## src/rtl/tdm_pkg.sv

```systemverilog
// Shared definitions for the TDM demultiplexer slice: default channel count,
// FSM state encoding and the frame length (data slots plus optional parity slot).
// Optional feature macro: TDM_DEMUX_PARITY_EN (adds an even-parity slot per frame).
package tdm_pkg;

  localparam int TDM_N     = 8;
  localparam int TDM_SEL_W = $clog2(TDM_N);

  typedef enum logic {
    ST_HUNT = 1'b0,
    ST_RUN  = 1'b1
  } tdm_state_t;

`ifdef TDM_DEMUX_PARITY_EN
  localparam int TDM_FRAME_LEN = TDM_N + 1;
`else
  localparam int TDM_FRAME_LEN = TDM_N;
`endif

  // Counter width needed to address every slot of a frame of n data slots.
  function automatic int tdm_cnt_width(input int sel_w);
`ifdef TDM_DEMUX_PARITY_EN
    return sel_w + 1;
`else
    return sel_w;
`endif
  endfunction

  // Number of slots in one frame of n data channels.
  function automatic int tdm_frame_len(input int n);
`ifdef TDM_DEMUX_PARITY_EN
    return n + 1;
`else
    return n;
`endif
  endfunction

endpackage

```

## src/rtl/tdm_slot_counter.sv

```systemverilog
// Slot counter for the TDM demultiplexer. Counts 0..LAST and wraps, can be
// forced to 1 (the slot after a sync-marked slot 0) or cleared to 0, and flags
// the terminal slot combinationally from the registered count.
module tdm_slot_counter #(
  parameter int W    = 3,
  parameter int LAST = 7
) (
  input  logic         clk,
  input  logic         rst_n,
  input  logic         load_one,
  input  logic         clear,
  input  logic         advance,
  output logic [W-1:0] count,
  output logic         terminal
);

  localparam logic [W-1:0] LAST_V = W'(LAST);

  // Slot index register: load-to-1 wins over clear, clear over advance.
  always_ff @(posedge clk or negedge rst_n) begin
    if (!rst_n) begin
      count <= '0;
    end else if (load_one) begin
      count <= W'(1);
    end else if (clear) begin
      count <= '0;
    end else if (advance) begin
      count <= (count == LAST_V) ? '0 : count + W'(1);
    end
  end

  assign terminal = (count == LAST_V);

endmodule

```

## src/rtl/tdm_demultiplex.sv

```systemverilog
// Receive side of the 8:1 TDM link. Locks onto the frame-sync strobe, steers
// each serial bit into its channel position and publishes complete frames as a
// registered parallel word with a one-cycle frame_valid pulse.
// Optional feature macro: TDM_DEMUX_PARITY_EN -- each frame carries one extra
// even-parity slot; frames failing the check are dropped and flagged on parity_err.
module tdm_demultiplex
  import tdm_pkg::*;
#(
  parameter  int N         = TDM_N,
  parameter  int SEL_W     = $clog2(N),
  localparam int CNT_W     = tdm_cnt_width(SEL_W),
  localparam int FRAME_LEN = tdm_frame_len(N)
) (
  input  logic             clk,
  input  logic             rst_n,
  input  logic             sync_in,
  input  logic             din,
  output logic [N-1:0]     out,
  output logic             frame_valid,
  output logic [CNT_W-1:0] sel,
  output logic             locked
`ifdef TDM_DEMUX_PARITY_EN
  ,
  output logic             parity_err
`endif
);

  // With parity every data bit is staged; without it the last data bit goes
  // straight from din into out, so one fewer staging bit is needed.
`ifdef TDM_DEMUX_PARITY_EN
  localparam int SHADOW_W = N;
`else
  localparam int SHADOW_W = N - 1;
`endif

  tdm_state_t          state;
  logic [SHADOW_W-1:0] shadow;
  logic [CNT_W-1:0]    count;
  logic                terminal;
  logic                slot_zero;
  logic [SEL_W-1:0]    slot_idx;
  logic                cnt_load_one;
  logic                cnt_clear;
  logic                cnt_advance;

  assign slot_zero = (count == '0);
  assign slot_idx  = count[SEL_W-1:0];
  assign sel       = count;

  tdm_slot_counter #(
    .W    (CNT_W),
    .LAST (FRAME_LEN - 1)
  ) u_slot_counter (
    .clk      (clk),
    .rst_n    (rst_n),
    .load_one (cnt_load_one),
    .clear    (cnt_clear),
    .advance  (cnt_advance),
    .count    (count),
    .terminal (terminal)
  );

  // Counter control mirrors the FSM decisions: frame end has priority over
  // the sync check, a missing sync at slot 0 clears, a stray sync reloads.
  always_comb begin
    cnt_load_one = 1'b0;
    cnt_clear    = 1'b0;
    cnt_advance  = 1'b0;
    if (state == ST_HUNT) begin
      cnt_load_one = sync_in;
    end else if (terminal) begin
      cnt_advance = 1'b1;
    end else if (slot_zero && !sync_in) begin
      cnt_clear = 1'b1;
    end else if (!slot_zero && sync_in) begin
      cnt_load_one = 1'b1;
    end else begin
      cnt_advance = 1'b1;
    end
  end

  // Lock FSM, shadow staging register and registered frame outputs.
  always_ff @(posedge clk or negedge rst_n) begin
    if (!rst_n) begin
      state       <= ST_HUNT;
      shadow      <= '0;
      out         <= '0;
      frame_valid <= 1'b0;
      locked      <= 1'b0;
`ifdef TDM_DEMUX_PARITY_EN
      parity_err  <= 1'b0;
`endif
    end else begin
      frame_valid <= 1'b0;
`ifdef TDM_DEMUX_PARITY_EN
      parity_err  <= 1'b0;
`endif
      case (state)
        ST_HUNT: begin
          if (sync_in) begin
            shadow[0] <= din;
            state     <= ST_RUN;
            locked    <= 1'b1;
          end
        end
        ST_RUN: begin
          if (terminal) begin
`ifdef TDM_DEMUX_PARITY_EN
            if (din == (^shadow)) begin
              out         <= shadow;
              frame_valid <= 1'b1;
            end else begin
              parity_err  <= 1'b1;
            end
`else
            out         <= {din, shadow};
            frame_valid <= 1'b1;
`endif
          end else if (slot_zero && !sync_in) begin
            // Missing sync at slot 0: drop lock, keep the last good frame.
            state  <= ST_HUNT;
            locked <= 1'b0;
          end else if (sync_in) begin
            // Sync at slot 0 (normal) or mid-frame (resync): bit is slot 0.
            shadow[0] <= din;
          end else begin
            shadow[slot_idx] <= din;
          end
        end
        default: begin
          state  <= ST_HUNT;
          locked <= 1'b0;
        end
      endcase
    end
  end

endmodule

```

## config.mk

```make
export PLATFORM = sky130hd
export DESIGN_NAME = tdm_demultiplex
export DESIGN_NICKNAME = d
export VERILOG_FILES = /design/src/rtl/tdm_pkg.sv /design/src/rtl/tdm_slot_counter.sv /design/src/rtl/tdm_demultiplex.sv
export SDC_FILE = /design/constraint.sdc
export NUM_CORES = 1
export LEC_CHECK = 0
export CORE_UTILIZATION = 46
export DETAILED_ROUTE_END_ITERATION = 16
export PLACE_DENSITY = 0.82
export SETUP_SLACK_MARGIN = 0.3
export SYNTH_ARGS = -nofsm -noshare
export SYNTH_HDL_FRONTEND = slang
export SYNTH_HIERARCHICAL = 1
export SYNTH_SLANG_ARGS = --single-unit
```

## constraint.sdc

```tcl
create_clock -name clk -period 1.9 [get_ports clk]
set_input_delay 0.38 -clock clk [delete_from_list [all_inputs] [get_ports clk]]
set_output_delay 0.38 -clock clk [all_outputs]
set_load 0.1 [all_outputs]
```

==> run_results.csv, run 1 <==
group,metric,value,unit
status,status,"finished, violations left",
status,violations,"negative setup slack",
synthesis,synth_flop_cell,"dfrtp_1",
clock_network,worstSkewPairLatency,0.31,ns
synthesis,synth_cell_types,26,
worst_setup_path,arrival,2.12,ns
route,dr_total_vias,765,
synthesis,syn_nets,88,
route,first_iter_violations,9,
timing,slew_headroom,0.728,
floorplan,num_io_pins,17,
clock_network,cts_tree,"built",
timing,maxSlewViolCount,0,
synthesis,synth_area,1020,sq um
grt,grt_max_degree,22,
synthesis,syn_avg_cell_area,12.9,sq um
grt,grt_pass1_wl,3680,um
synthesis,synth-seq-cells,21,
timing,period_needed,1.91,ns
timing,timing.setup.tns,-0.00868,ns
final_layout,fillers,122,
placed_design,postPlaceCellArea,1380,sq um
route,ant_nets,0,
timing,tightest_slew,0.408,ns
route,via_per_inst,5.31,
synthesis,yosysSeqAreaShare,0.517,
timing,fin_crit_sh,1.00,
synthesis,synth.area.top_cells,"dfrtp_1 52%, mux2_2 10%, ha_1 6.2%",
timing,rsz0062_at_grt,"true",
timing,setup_ws,-0.00868,ns
worst_setup_path,crit_path_end_kind,"register",
timing,report.final.hold_viol_count,0,
floorplan,die_width,49.0,um
timing,max_freq,0.524,GHz
route,totalWireLength,2290,um
grt,antenna_found_initial,0,
clock_network,cts_buffer_depth,2,
run,drv_cap,0,
grt,grt-ovfl-total,0,
worst_setup_path,start_kind,"register",
worst_setup_path,r2r_slack,-0.009,ns
grt,grt_use_total,0.216,
clock_network,cts_sinks,21,
synthesis,synth_top_area_share,0.517,
synthesis,async_reset_ff_frac,1.00,
synthesis,synth_edf_count,0,
timing,setup_violations,1,
floorplan,fp.dieH,49.0,um
floorplan,initial_core_util,0.503,
placed_design,pre_cts_slack,-0.364,ns
clock_network,h-tree-depth,1,
floorplan,rows,16,
final_layout,stdcell_area,1580,sq um
route,drc,0,
placed_design,dp_hpwl,1510,um
placed_design,port_buffers,16,
final_layout,drive_gt1_frac,0.607,
grt,grt_pass1_vias,771,
clock_network,clk_pin_slew,0.13,ns
worst_setup_path,critical_path_class,"register to register",
timing,whs,0.417,ns
worst_setup_path,r2r_start,"u_slot_counter/count[0]$_DFFE_PN0P_",
worst_setup_path,worstPathRequired,2.11,ns
synthesis,postSynthCellCount,79,
route,wl_per_cell,15.9,um
clock_network,ctsRootBufferMaster,"clkbuf_4",
worst_setup_path,cp_max_fo,4,
worst_setup_path,r2r_end,"shadow[5]$_DFFE_PN0P_",
route,firstDrtPassIters,4,
final_layout,antenna_cells,0,
floorplan,die-area,2400,sq um
worst_setup_path,startpoint,"u_slot_counter/count[0]$_DFFE_PN0P_",
clock_network,cts_buffers,3,
synthesis,post-synth-top-area-cell,"dfrtp_1",
placed_design,gp_congestion,0.797,
floorplan,core_area,2020,sq um
final_layout,area_growth,55.0,%
synthesis,ys.warnings.count,6,
hold_path,hold_class,"input pin to asynchronous set/reset pin",
final_layout,num-nets-final,127,
worst_setup_path,reg2reg_depth,6,
timing,skew,0.0114,ns
==> worst max path at each step <==
stage	to	slack [ns]	cells past startpoint
after global routing	shadow[5]$_DFFE_PN0P_	-0.05	6
final	shadow[5]$_DFFE_PN0P_	-0.009	6
after floorplan	shadow[4]$_DFFE_PN0P_	-0.23	6
after CTS	shadow[5]$_DFFE_PN0P_	-0.002	6
after global placement	shadow[4]$_DFFE_PN0P_	-0.31	6
after detailed placement	shadow[4]$_DFFE_PN0P_	-0.36	6
==> metrics by stage <==
step / std cells / utilization
finish: 144 / 0.780
CTS: 141 / 0.730
global placement: 135 / 0.683
floorplan: 79 / -
detailed placement: 135 / 0.683
global route: 144 / 0.780
==> Yosys cell counts, types with 2 or more instances <==
| library cell | instances |
|---|---|
| or3_1 | 2 |
| inv_1 | 4 |
| dfrtp_1 | 21 |
| mux2_2 | 9 |
| nor3_1 | 3 |
| ha_1 | 5 |
| nor2_1 | 5 |
| nand4b_1 | 3 |
| nand2_1 | 2 |
| mux2i_1 | 3 |
| o22ai_1 | 2 |
| nand3_1 | 2 |
| mux2_1 | 5 |
==> sequential cells by signal (all words and copies together) (netlist names) <==
name	flops
u_slot_counter/count	3
frame_valid	1
locked	1
shadow	7
out	8
state	1
==> worst max-delay path: stages (launching register included) <==
cell and delay [ns]:
dfrtp_4 0.53, ha_4 0.17, ha_4 0.17, nor4b_4 0.29
buf_4 0.18, nand4b_1 0.15, mux2_4 0.32
==> logic make-up after synthesis <==
group / after synthesis / synth area share
mux: 17 / 0.185
compound gates: 7 / 0.0455
buf+inv: 6 / 0.0307
fa+ha+maj: 5 / 0.0615
flops: 21 / 0.517
simple gates: 23 / 0.161
==> layout make-up <==
type                       count  area [sq um]  share of cell area
multi-input combinational     52           584               0.371
sequential                    21           537               0.340
timing repair buffer          36           377               0.239
tap                           27          33.8              0.0214
clock buffer                   3          22.5              0.0143
inverter                       4          17.5              0.0111
clock inverter                 1          5.00             0.00317
==> repair_timing <==
item / in CTS / in global routing
buffers inserted: 1 / 3
endpoints found under the setup margin: 18 / 19
hold buffers: 0 / 0
pin swaps: 4 / 6
gates cloned: 1 / 0
gates resized for setup: 7 / 17
endpoints found under the hold margin: 0 / 0
==> placed cells by master, fill, tap and decap left out, drive strengths merged <==
cell type and n:
o21a 1, mux2i 3, bufbuf 1, a32oi 1, nand2 2, buf 32, dfrtp 21, ha 5
inv 4, and3b 1, nand3 2, nor4b 2, or3 2, a21oi 1, o211ai 1, nor3b 1
o21ai 1, and4bb 2, clkdlybuf4s50 3, nor3 3, nand4b 3, nor2 5, clkinv 1, o22ai 2
clkbuf 3, mux2 14
==> metal layers <==
layer	vias to the layer above	part of all wire	global-route usage
met5	-	0	0
met4	0	0.037	0.103
met3	8	0.023	0.0467
met2	19	0.51	0.391
met1	369	0.43	0.237
li1	369	-	-
Power of run 1 is left out: the tool's default activity adds up to more than one toggle a clock period on the data nets, which glitch-free logic cannot reach.
==> inputs of run 2 (changes only) <==
Settings changed: ABC_CLOCK_PERIOD_IN_PS set to 2000, CORE_UTILIZATION 46 to 51, PLACE_DENSITY 0.82 to 0.86.
Clock period 1.9 ns to 2 ns, I/O delays scaled along.
==> run 2 against run 1 <==
  * Final cell count is 5.6% lower
  * Largest cell class unchanged
  * Design area is 8.7% lower
  * Sequential share of layout area is 3.2 points higher
  * Critical endpoint is now u_slot_counter/count[0]$_DFFE_PN0P_
  * The run now ends clean
  * Critical path depth is 1 higher
==> run_results.csv, run 2 (synthesized netlist as in run 1, its figures left out) <==
group,metric,value,unit
floorplan,initial_core_util,0.565,
floorplan,core_area,1800,sq um
grt,grt_pass1_wl,3280,um
final_layout,layout_common_cells,"24 x buf_4, 18 x dfrtp_1, 9 x mux2_2",
timing,maxSlewViolCount,0,
final_layout,multiInputGateArea,561,sq um
placed_design,gp_congestion,0.797,
route,via_per_inst,5.61,
run,drv_cap,0,
route,firstDrtPassIters,4,
worst_setup_path,cp_max_fo,4,
timing,setup_violations,0,
grt,grt_pass1_vias,747,
worst_setup_path,arrival,2.06,ns
timing,max_freq,0.532,GHz
final_layout,fin_util,0.799,
clock_network,cts_tree,"built",
final_layout,ff_latch_area,537,sq um
timing,fin_crit_sh,0.940,
status,status,"finished clean",
timing,skew,0.00328,ns
clock_network,ctsHoldBuffers,0,
clock_network,cts_buffer_depth,2,
grt,grt-ovfl-total,0,
final_layout,area_growth,41.6,%
worst_setup_path,crit_path_end_kind,"register",
final_layout,drive_gt1_frac,0.541,
route,wl_per_cell,16.5,um
route,dr_total_vias,763,
timing,period_needed,1.88,ns
placed_design,dp_hpwl,1490,um
final_layout,final_common_cell,"buf_4",
clock_network,h-tree-depth,1,
floorplan,fp.dieH,46.7,um
timing,rsz0062_at_grt,"true",
grt,antenna_found_initial,0,
timing,tightest_slew,0.413,ns
hold_path,hold_class,"input pin to asynchronous set/reset pin",
placed_design,port_buffers,16,
worst_setup_path,worstPathRequired,2.18,ns
final_layout,fillers,117,
clock_network,cts_buffers,3,
floorplan,die_width,46.7,um
final_layout,top_regs,"out (8), shadow (7), u_slot_counter/count (3)",
clock_network,cts_sinks,21,
route,first_iter_violations,23,
route,ant_nets,0,
worst_setup_path,critical_path_class,"register to register",
floorplan,num_io_pins,17,
floorplan,rows,15,
route,drc,0,
grt,grt_use_total,0.215,
final_layout,num-nets-final,121,
grt,grt_max_degree,22,
clock_network,ctsRootBufferMaster,"clkbuf_4",
final_layout,regMostFlops,"out",
timing,slew_headroom,0.725,
timing,report.final.hold_viol_count,0,
worst_setup_path,start_kind,"register",
clock_network,worstSkewPairLatency,0.29,ns
floorplan,die-area,2180,sq um
route,totalWireLength,2240,um
final_layout,largest_register_ffs,8,
final_layout,antenna_cells,0,
clock_network,clk_pin_slew,0.11,ns
==> run 2: layout make-up <==
| type | count | area share |
|---|---|---|
| Clock buffer | 4 | 0.0182 |
| Inverter | 4 | 0.0104 |
| Multi-Input combinational cell | 52 | 0.389 |
| Sequential cell | 21 | 0.373 |
| Tap cell | 25 | 0.0217 |
| Timing Repair Buffer | 30 | 0.188 |
==> run 2: timing repair <==
item	CTS	global route
setup endpoints to repair	18	10
pin swaps	3	5
resized for setup	6	10
setup buffers	3	1
==> run 2: per-stage QoR <==
stage / instances / TNS [ns] / area, sq um / worst slack, ns / hold slack (ns)
floorplan: 79 / -0.403 / 1060 / -0.131 / 0.104
global placement: 128 / -1.00 / 1320 / -0.223 / 0.472
detailed placement: 128 / -1.62 / 1320 / -0.302 / 0.491
CTS: 135 / 0 / 1390 / 0.117 / 0.453
global route: 136 / 0 / 1440 / 0.0529 / 0.466
finish: 136 / 0 / 1440 / 0.120 / 0.450
==> run 2: worst max-delay path, stage by stage, from the launching register on <==
cell	delay (ns)
dfrtp_4	0.53
nor3_4	0.32
buf_4	0.18
inv_2	0.04
ha_1	0.16
nand2_1	0.07
o22ai_2	0.08
or3_1	0.37
==> run 2: worst paths after layout <==
check,from,end,slack (ns),depth (start not counted)
worst max-delay path,u_slot_counter/count[1]$_DFFE_PN0P_,u_slot_counter/count[0]$_DFFE_PN0P_,0.12,7
worst min-delay path,rst_n,frame_valid$_DFF_PN0_,0.45,2
worst max register to register,u_slot_counter/count[1]$_DFFE_PN0P_,u_slot_counter/count[0]$_DFFE_PN0P_,0.12,7
worst min register to register,out[6]$_DFFE_PN0P_,out[6]$_DFFE_PN0P_,0.52,1
max in group asynchronous,rst_n,u_slot_counter/count[0]$_DFFE_PN0P_,1.31,2
min in group clk,out[6]$_DFFE_PN0P_,out[6]$_DFFE_PN0P_,0.52,1
==> run 2: metal layers <==
layer / GRT usage / vias up / part of all wire
met5: 0 / - / 0
met4: 0.0686 / 0 / 0.017
met3: 0.0235 / 4 / 0.030
met2: 0.400 / 29 / 0.55
met1: 0.253 / 376 / 0.40
li1: - / 354 / -
Power of run 2 is left out for the same reason.
==> inputs of run 3 (changes only) <==
Settings changed: SLEW_MARGIN set to 10.
==> results of run 3 <==
Final layout, timing and power as in run 2 (identical DEF).
Power of run 3 is left out for the same reason.
==> RTL edit 1, RTL diff (settings of run 3) <==
Make the reset (`rst_n`) synchronous in 2 clocked blocks.
--- a/src/rtl/tdm_slot_counter.sv
+++ b/src/rtl/tdm_slot_counter.sv
@@ -18,5 +18,5 @@
 
   // Slot index register: load-to-1 wins over clear, clear over advance.
-  always_ff @(posedge clk or negedge rst_n) begin
+  always_ff @(posedge clk) begin
     if (!rst_n) begin
       count <= '0;
--- a/src/rtl/tdm_demultiplex.sv
+++ b/src/rtl/tdm_demultiplex.sv
@@ -81,5 +81,5 @@
 
   // Lock FSM, shadow staging register and registered frame outputs.
-  always_ff @(posedge clk or negedge rst_n) begin
+  always_ff @(posedge clk) begin
     if (!rst_n) begin
       state       <= ST_HUNT;
Check against the original RTL: differs if rst_n is asserted again (counterexample within 4 cycles, from zero or initial values and one cycle with rst_n low); with rst_n held inactive, the same outputs for 10 cycles.
==> RTL edit 1 against run 3 <==
Utilization down 3.4 points; clock skew up 3.2 ps; routed wire length up 2.8%; worst setup slack better by 190 ps; sequential cell count unchanged; sequential share of layout area down 5.3 points; cell area down 6.3%; first-iteration DRC count up 26%; synthesized area down 3.0%; non-clock buffer count up 3; critical path type unchanged; highest routed layer unchanged.
==> RTL edit 1: results <==
run_status:
  status: "finished clean"
detailed_routing:
  wl_met2_um: 1120
  top_layer_used: "met4"
  routed_wl_um: 2305
  vias: 874
  dr.first_iter.drc_count: 29
  wl_met3_um: 88
  wl_met1_um: 1032
sta:
  whs_ps: 471.4
  fin_skew_ps: 6.463
  worst_pin_slew_ps: 351.0
placement:
  place.gp.congestion: 0.8033
  place_hpwl_um: 1349
hold_path:
  min-delay-start: "out[1]"
  hold_path.class: "reg2reg"
critical_path:
  cp.arrival_ps: 1940
  reg2reg_slack_ps: 310
  rr_endpoint: "shadow[4]"
  r2r_cells: 5
  slowest_stage: "nor4b_4"
  path_max_fanout: 6
  critPathTopFamily: "simple AND/OR/NAND/NOR gates"
  critPathMaxStageDelay_ps: 400
  startpoint: "u_slot_counter/count[0]"
yosys:
  synthesis.nets: 113
  ys_top_cells_by_area: "dfxtp_1 43%, mux2i_1 8.1%, a21boi_0 6.8%"
  ys_types: 28
  ys_seq_area_share_pct: 42.59
  netlist_top_cells_count: "21 x dfxtp_1, 17 x nand2_1, 9 x a21boi_0, 9 x nand3_1, 8 x mux2i_1"
  synthArstFlopShare_pct: 0
power:
  pwr-share-comb_pct: 21.3
  p_leak_nw: 0.5961
clock_network:
  clk_pin_slew_ps: 120
  clock_latency_ps: 320
  clk_path_buf_depth: 2
final_layout:
  drive_gt1_share_pct: 31.39
  fillers: 144
  diodes: 0
  fin_nets: 147
grt:
  grt_pass1_vias: 730
  grt_max_degree: 12
  use_met2_pct: 32.39
  grt_first_pass_wirelength_um: 3139
  grt.total_usage_pct: 21.39
  grt.met1_usage_pct: 26.88
  use_met3_pct: 4.762
-- RTL edit 1: changes by cell type after synthesis, moves of 3 or more --
cell / change
a21boi_0: +9
nand2_1: +15
mux2_2: -9
nor2b_1: +3
mux2_1: -5
dfrtp_1: -21
mux2i_1: +5
nand3_1: +7
dfxtp_1: +21
-- RTL edit 1: timing repair --
| item | CTS | global route |
|---|---|---|
| endpoints found under the setup margin | 4 | 5 |
| gates resized for setup | 0 | 3 |
| hold buffers | 0 | 0 |
| setup buffers | 5 | 7 |
| pin swaps | 1 | 4 |
-- RTL edit 1: metrics by stage --
step,area (um2),cells,power [mW],worst slack (ps)
final,1350,162,0.8246,305.9
after global routing,1350,162,0.8575,232.2
after CTS,1285,155,0.8002,305.3
after detailed placement,1221,146,0.5910,-26.26
after global placement,1221,146,0.5859,30.86
after floorplan,1049,104,0.5500,251.7
-- RTL edit 1: worst reg2reg max path: stages, from the launching register on --
cell	delay, ps
dfxtp_4	390
ha_4	160
ha_4	180
nor4b_4	400
and4bb_1	290
mux2i_1	210
-- RTL edit 1: layout make-up --
| cell class | instances | area [um2] | area share (%) |
|---|---|---|---|
| multi-input cells | 77 | 590.6 | 43.74 |
| flip-flops and latches | 21 | 431.7 | 31.97 |
| repair buffers | 33 | 262.8 | 19.46 |
| well taps | 25 | 31.28 | 2.317 |
| clock buffers | 4 | 26.28 | 1.946 |
| inverters | 2 | 7.507 | 0.5561 |
-- RTL edit 1: logic make-up (layout without fill, tap and decap cells) --
kind of cell | count (synthesis) | after routing | synth area share [%]
adder cells (fa/ha/maj) | 5 | 5 | 6.337
multiplexers | 8 | 8 | 8.112
AO/OA/AOI/OAI | 16 | 16 | 11.79
buffers and inverters | 6 | 39 | 2.535
flip-flops | 21 | 21 | 42.59
AND/OR/NAND/NOR | 48 | 48 | 28.64
==> RTL edit 2, RTL diff (config.mk and constraints of run 3) <==
Without the edit above. Add a define of `TDM_DEMUX_PARITY_EN`.
--- a/src/rtl/tdm_pkg.sv
+++ b/src/rtl/tdm_pkg.sv
@@ -2,4 +2,6 @@
 // FSM state encoding and the frame length (data slots plus optional parity slot).
 // Optional feature macro: TDM_DEMUX_PARITY_EN (adds an even-parity slot per frame).
+`define TDM_DEMUX_PARITY_EN
+
 package tdm_pkg;
 
Interface: changed (added parity_err; resized sel); port bits go from 17 to 19. The function was not compared with the original's and may differ.
==> RTL edit 2 against run 3 <==
The flow now finishes with violations (setup timing); via count is 31% higher; routed wire length is 42% higher; cell area is 34% higher; cell count is 29% higher; synthesized area is 25% higher; sequential cell count is 3 higher; worst setup slack worse by 180 ps; die area is 24% higher.
==> RTL edit 2: results <==
final_layout:
  drive_gt1_share_pct: 60.81
  fin_nets: 158
  fillers: 110
  top_regs: "out x8, shadow x8, u_slot_counter/count x4"
  diodes: 0
grt:
  grt_first_pass_wirelength_um: 4629
  grt.met1_usage_pct: 26.68
  use_met3_pct: 3.216
  grt.total_usage_pct: 24.29
  grt_max_degree: 25
  antenna_found_initial: 0
  grt_pass1_vias: 990
  use_met2_pct: 45.30
placement:
  place.gp.congestion: 0.8451
  port_buffers: 18
  place_area_mm2: 0.001728
  place_hpwl_um: 2096
detailed_routing:
  wl_met3_um: 141
  routed_wl_um: 3194
  dr.pass1.iters: 4
  vias_per_cell: 5.670
  wl_met2_um: 1729
  dr.first_iter.drc_count: 17
  top_layer_used: "met4"
  wl_met1_um: 1257
yosys:
  yosysWarnings: 6
  netlist_top_cells_count: "24 x dfrtp_1, 16 x mux2_2, 10 x nor2_1"
  ys_types: 38
  synth_ff_type: "dfrtp_1"
  ys_seq_area_share_pct: 47.20
  ys_top_cells_by_area: "dfrtp_1 47%, mux2_2 14%, ha_1 4.9%"
  synthesis.nets: 118
  synthArstFlopShare_pct: 100.0
critical_path:
  critPathMaxStageDelay_ps: 480
  path_max_fanout: 4
  rr_endpoint: "shadow[4]"
  r2r_cells: 8
  startpoint: "u_slot_counter/count[0]"
  endpoint_kind: "flip-flop"
  slowest_stage: "dfrtp_4"
sta:
  fin_skew_ps: 1.625
  fin_ws_ps: -63.43
  worst_pin_slew_ps: 316.1
  setup_viol: 2
clock_network:
  htree_num_levels: 1
  clk_pin_slew_ps: 140
  cts_buffers: 3
  clockRootBuffer: "clkbuf_4"
  clk_path_buf_depth: 2
  clock_latency_ps: 310
run_status:
  status: "complete, but fails checks"
  violations: "setup timing"
power:
  switching_share_pct: 42.08
  peakVddDrop_uv: 1330
  p_leak_nw: 0.9366
flow_run:
  cap_viol_max_count: 0
hold_path:
  hold_path.class: "in2async"
==> RTL edit 2: area by class of cell <==
cell class | count | area, um2 | share of cell area (%)
repair buffers | 38 | 370.4 | 19.26
well taps | 28 | 35.03 | 1.822
flip-flops and latches | 24 | 613.1 | 31.88
clock buffers | 3 | 22.52 | 1.171
inverters | 8 | 35.03 | 1.822
clock inverters | 1 | 30.03 | 1.561
multi-input cells | 74 | 817.0 | 42.49
==> RTL edit 2: repair_timing <==
action                                  CTS  global route
buffers inserted                          3             3
endpoints found under the setup margin   21            22
gates resized for setup                  10            16
pin swaps                                 5             5
==> RTL edit 2: per-stage QoR <==
step	setup slack, ps	hold WS [ps]	power (mW)	instances	TNS (ps)
3_3_place_gp	-273.4	496.5	2.311	166	-3150
4_1_cts	-37.93	441.4	2.815	173	-75.26
5_1_grt	-110.6	449.8	3.144	176	-520.0
2_1_floorplan	-232.8	104.4	1.921	109	-1478
3_5_place_dp	-316.5	498.1	2.385	166	-3933
6_report	-63.43	433.2	3.015	176	-102.0
==> RTL edit 2: power groups by stage <==
| stage | logic [mW] | registers, mW | clock network, mW |
|---|---|---|---|
| after global placement | 1.54 | 0.769 | 0 |
| after CTS | 1.69 | 0.778 | 0.349 |
| after global routing | 1.97 | 0.795 | 0.379 |
| final | 1.88 | 0.779 | 0.353 |
| after detailed placement | 1.60 | 0.789 | 0 |
| after floorplan | 0.816 | 1.11 | 0 |
==> RTL edit 2: cell families (layout without fill, tap and decap cells) <==
family | after synthesis | after routing | share of synthesized area, %
compound gates | 12 | 12 | 6.589
simple gates | 33 | 33 | 14.16
fa+ha+maj | 5 | 5 | 4.916
flops | 24 | 24 | 47.20
xor+xnor | 6 | 6 | 6.491
buf+inv | 11 | 50 | 3.933
mux | 18 | 18 | 16.72
